### src/rtl/mem_arbiter_2p.sv
// mem_arbiter_2p: two-requester round-robin arbiter/sequencer for an 8x8 negedge-clocked memory
// Ports: clk, reset (async, active-high); req_valid/req_ready/req_op[1:0], req_addr0/1, req_wdata0/1 (command side);
//        rsp_valid[1:0], rsp_rdata (one-cycle completion); mem_op/mem_addr/mem_wdata out, mem_rdata in (memory side).
// Optional: MEM_ARB_STATS_EN adds stat_clr, stat_cnt0, stat_cnt1 (saturating per-requester accept counters).
module mem_arbiter_2p #(
  parameter int ADDR_W = 3,
  parameter int DATA_W = 8
`ifdef MEM_ARB_STATS_EN
  , parameter int CNT_W = 16
`endif
) (
  input  logic              clk,
  input  logic              reset,
  input  logic [1:0]        req_valid,
  output logic [1:0]        req_ready,
  input  logic [1:0]        req_op,
  input  logic [ADDR_W-1:0] req_addr0,
  input  logic [ADDR_W-1:0] req_addr1,
  input  logic [DATA_W-1:0] req_wdata0,
  input  logic [DATA_W-1:0] req_wdata1,
  output logic [1:0]        rsp_valid,
  output logic [DATA_W-1:0] rsp_rdata,
  output logic              mem_op,
  output logic [ADDR_W-1:0] mem_addr,
  output logic [DATA_W-1:0] mem_wdata,
  input  logic [DATA_W-1:0] mem_rdata
`ifdef MEM_ARB_STATS_EN
  , input  logic             stat_clr,
  output logic [CNT_W-1:0]   stat_cnt0,
  output logic [CNT_W-1:0]   stat_cnt1
`endif
);
  typedef enum logic {IDLE, ACCESS} state_t;
  state_t state, state_nx;
  logic grant, last_grant, cur_grant, fire;
  // ready is gated by reset so it drops the instant reset is asserted, not at the next edge
  always_comb begin
    grant = &req_valid ? ~last_grant : req_valid[1];
    req_ready = (state == IDLE && !reset && |req_valid) ? {grant, ~grant} : 2'b00;
    fire = |req_ready;
    state_nx = (state == IDLE && fire) ? ACCESS : IDLE;
  end
  always_ff @(posedge clk or posedge reset)
    if (reset) state <= IDLE;
    else state <= state_nx;
  // mem_op doubles as the captured op of the access in flight
  always_ff @(posedge clk or posedge reset) begin
    if (reset) begin
      rsp_valid <= 2'b00;
      rsp_rdata <= '0;
      mem_op <= 1'b0;
      mem_addr <= '0;
      mem_wdata <= '0;
      cur_grant <= 1'b0;
      last_grant <= 1'b1;
    end else begin
      rsp_valid <= 2'b00;
      if (fire) begin
        mem_op <= req_op[grant];
        mem_addr <= grant ? req_addr1 : req_addr0;
        mem_wdata <= grant ? req_wdata1 : req_wdata0;
        cur_grant <= grant;
        last_grant <= grant;
      end
      if (state == ACCESS) begin
        mem_op <= 1'b0;
        rsp_valid <= {cur_grant, ~cur_grant};
        rsp_rdata <= mem_op ? '0 : mem_rdata;
      end
    end
  end
`ifdef MEM_ARB_STATS_EN
  always_ff @(posedge clk or posedge reset) begin
    if (reset || stat_clr) begin
      stat_cnt0 <= '0;
      stat_cnt1 <= '0;
    end else begin
      if (req_ready[0] && !(&stat_cnt0)) stat_cnt0 <= stat_cnt0 + 1'b1;
      if (req_ready[1] && !(&stat_cnt1)) stat_cnt1 <= stat_cnt1 + 1'b1;
    end
  end
`endif
endmodule

### config.mk
export PLATFORM = sky130hd
export DESIGN_NAME = mem_arbiter_2p
export DESIGN_NICKNAME = d
export VERILOG_FILES = /design/src/rtl/mem_arbiter_2p.sv
export SDC_FILE = /design/constraint.sdc
export NUM_CORES = 1
export LEC_CHECK = 0
export BUFFER_PORTS_ARGS = -buffer_cell sky130_fd_sc_hd__buf_4
export CELL_PAD_IN_SITES_DETAIL_PLACEMENT = 1
export CELL_PAD_IN_SITES_GLOBAL_PLACEMENT = 1
export CORE_ASPECT_RATIO = 1.2
export CORE_UTILIZATION = 35
export CTS_BUF_LIST = sky130_fd_sc_hd__clkbuf_8
export DETAILED_ROUTE_END_ITERATION = 8
export PLACE_DENSITY_LB_ADDON = 0.1
export SLEW_MARGIN = 20
export SYNTH_ARGS = -nofsm -noshare
export SYNTH_HDL_FRONTEND = slang
export SYNTH_SLANG_ARGS = --single-unit
### constraint.sdc
create_clock -name clk -period 2.15 [get_ports clk]
set_input_delay 0.1075 -clock clk [delete_from_list [all_inputs] [get_ports clk]]
set_output_delay 0.1075 -clock clk [all_outputs]
set_load 0.005 [all_outputs]
==> metrics.txt <==
status finished, final reports clean; Slew Limit Fails 0; synth warn 0; min Tclk post-route 1.81 ns; Detailed Route Iter0 Violations 16; number of global-route vias before repair 999; most common cell in the netlist dfrtp_1; largest cells by area after synthesis dfrtp_1 (57%), a221o_1 (10%), and3_1 (6.5%); # hold bufs at CTS 0; # DRC 0; Setup Viol. Count Final 0; GR Overflow Total 0; Max clock buf depth 2; leading area contributor after synthesis dfrtp_1; Die Area 0.00326 mm2; Synth top area share 56.6%; Cells after Synth 92; Synth async-reset ratio 100%; FP Rows 21; peak supply drop 0.366 mV; Mapped Nets 128; Sum Neg Setup Slack 0 ns; Critical Path RT 2.04 ns; highest fanout seen on the critical path 13; number of synthesized register bits 25; Antenna Violating Nets Remaining 0; fin crit share 84.2%; router iterations before antenna repair 3; arrival time worst endpoint 1.70 ns; post-layout util 55.2%; RSZ-0062 raised after global routing false; type of the tightest min-delay check input port to flip-flop; gpl congestion 0.689; Post-synth top flop dfrtp_1; vias per inst 5.03; diode count 0; Worst-Margin Slew 0.900 ns; Post-synth EDFFs 0; Most Crowded Layer GR met2; Setup Skew 0.00760 ns; Worst slew margin 39.6%; first-pass GRT wire length 4570 um; worst setup path startpoint last_grant$_DFFE_PP1P_; sequential cell area fraction in the yosys report 59.1%; syn avg cell area 11.5 um2; CTS tree built; Max Cap Viol 0; top post-synthesis cells by count dfrtp_1 (24), a221o_1 (11), and3_1 (11); synth unique cells 20; critical path type flip-flop to primary output; FF-to-FF Start state$_DFF_PP0_; Non-Filler Cell Area, Final 0.00157 mm2; H-Tree Depth 1; met3 track demand over resource 3.68%; Final Hold Vio Count 0; core box area 0.00284 mm2; Worst Setup Start Kind flip-flop; FMAX 552 MHz; clk slew on worst S/H paths 0.09 ns; PwrDens 769 mW/mm2; IO Count 60; Die H 62.3 um; Starting Density 37.4%; CP Capture Type primary output; hold_sp mem_rdata[6]; fill count 340; clk_lat worst skew 0.27 ns; grt met2 use 32.7%; Total Routed Length 2780 um; root buf cell clkbuf_8; Syn Std Cell Area 0.00106 mm2; Die W 52.3 um; GRT Total Usage 18.9%; Sink Count 25; share of layout cells above drive strength 1 44.4%; Via Count 931; DP Area 0.00151 mm2; DP HPWL 2070 um; largest net degree at the start of global routing 26; WL per Instance 15.0 um; Port Buffers 59; Hold Slack 0.0397 ns; initial antenna violation count 0; area grow syn2layout 47.8%; Post-CTS Repair Setup Buffers 0; Static Leak 0.000845 uW; fin nets 188; CTS resizes 0; cts bufs inserted 3; met1 GRT Util 23.0%
[worst max-delay path, cell delays in order (launching register included)]
cell and delay, ns:
dfstp_2 0.38, a21boi_1 0.64, and2_1 0.28, buf_4 0.13
[metrics by stage]
stage | total power [uW] | instances | setup slack [ns]
after floorplan | 738 | 92 | 0.868
after global placement | 925 | 180 | 0.547
after detailed placement | 940 | 180 | 0.498
after CTS | 1220 | 184 | 0.325
after global routing | 1280 | 185 | 0.251
final | 1210 | 185 | 0.339
[state kept, by name (all words and copies together), names as in the netlist]
| register | count |
|---|---|
| mem_addr | 3 |
| state | 1 |
| cur_grant | 1 |
| rsp_valid | 2 |
| last_grant | 1 |
| mem_op | 1 |
| rsp_rdata | 8 |
| mem_wdata | 8 |
[path summary, 6_finish.rpt]
kind                                       endpoint  slack, ns  cells past startpoint
hold / removal             rsp_rdata[6]$_DFFE_PP0P_       0.04                      3
max in group asynchronous  rsp_rdata[7]$_DFFE_PP0P_       1.21                      3
setup / recovery                       req_ready[1]       0.34                      3
hold reg to reg              rsp_valid[0]$_DFF_PP0_       0.46                      1
min in group asynchronous  mem_wdata[0]$_DFFE_PP0P_       0.52                      3
setup reg to reg           mem_wdata[6]$_DFFE_PP0P_       0.52                      3
[metal layers]
metal  vias up  part of all wire [%]
met5         -                     0
met4         0                  0.54
li1        440                     -
met2        33                    55
met3         2                   5.6
met1       456                    39
[cell type report]
cell class | instances | area (um2) | area share, %
Inverter | 10 | 37.5 | 2.39
Tap cell | 34 | 42.5 | 2.71
Clock buffer | 3 | 41.3 | 2.63
Multi-Input combinational cell | 52 | 362 | 23.1
Timing Repair Buffer | 60 | 453 | 28.9
Sequential cell | 25 | 627 | 40.0
Clock inverter | 1 | 5.00 | 0.319
[cells by family (layout without fill, tap and decap cells)]
| family | after synthesis | after routing | synth area share (%) |
|---|---|---|---|
| muxes | 2 | 2 | 1.89 |
| and+or+nand+nor | 27 | 27 | 15.0 |
| AOI/OAI and AO/OA | 23 | 23 | 17.2 |
| DFF | 25 | 25 | 59.1 |
| buffers and inverters | 15 | 74 | 6.84 |
[placed cells by master (no fill, tap or decap), types with 2 or more instances in the layout]
cell type | synthesis | routed
o21ai_0 | 7 | 7
a21o_1 | 2 | 2
and3_1 | 11 | 11
nand2b_1 | 2 | 2
and2_1 | 2 | 2
nand2_1 | 8 | 8
inv_1 | 10 | 9
a221o_1 | 11 | 11
mux2i_1 | 2 | 2
buf_4 | 0 | 59
nor2b_1 | 2 | 2
clkbuf_8 | 0 | 3
dfrtp_1 | 24 | 24
[report_power, final]
part / internal (uW) / leakage, uW / switching [uW]
Combinational: 198 / 0.000506 / 117
Clock: 130 / 0.0000255 / 151
Sequential: 556 / 0.000313 / 55.0
Total: 883 / 0.000845 / 323
Power figures use the tool's default switching activity.
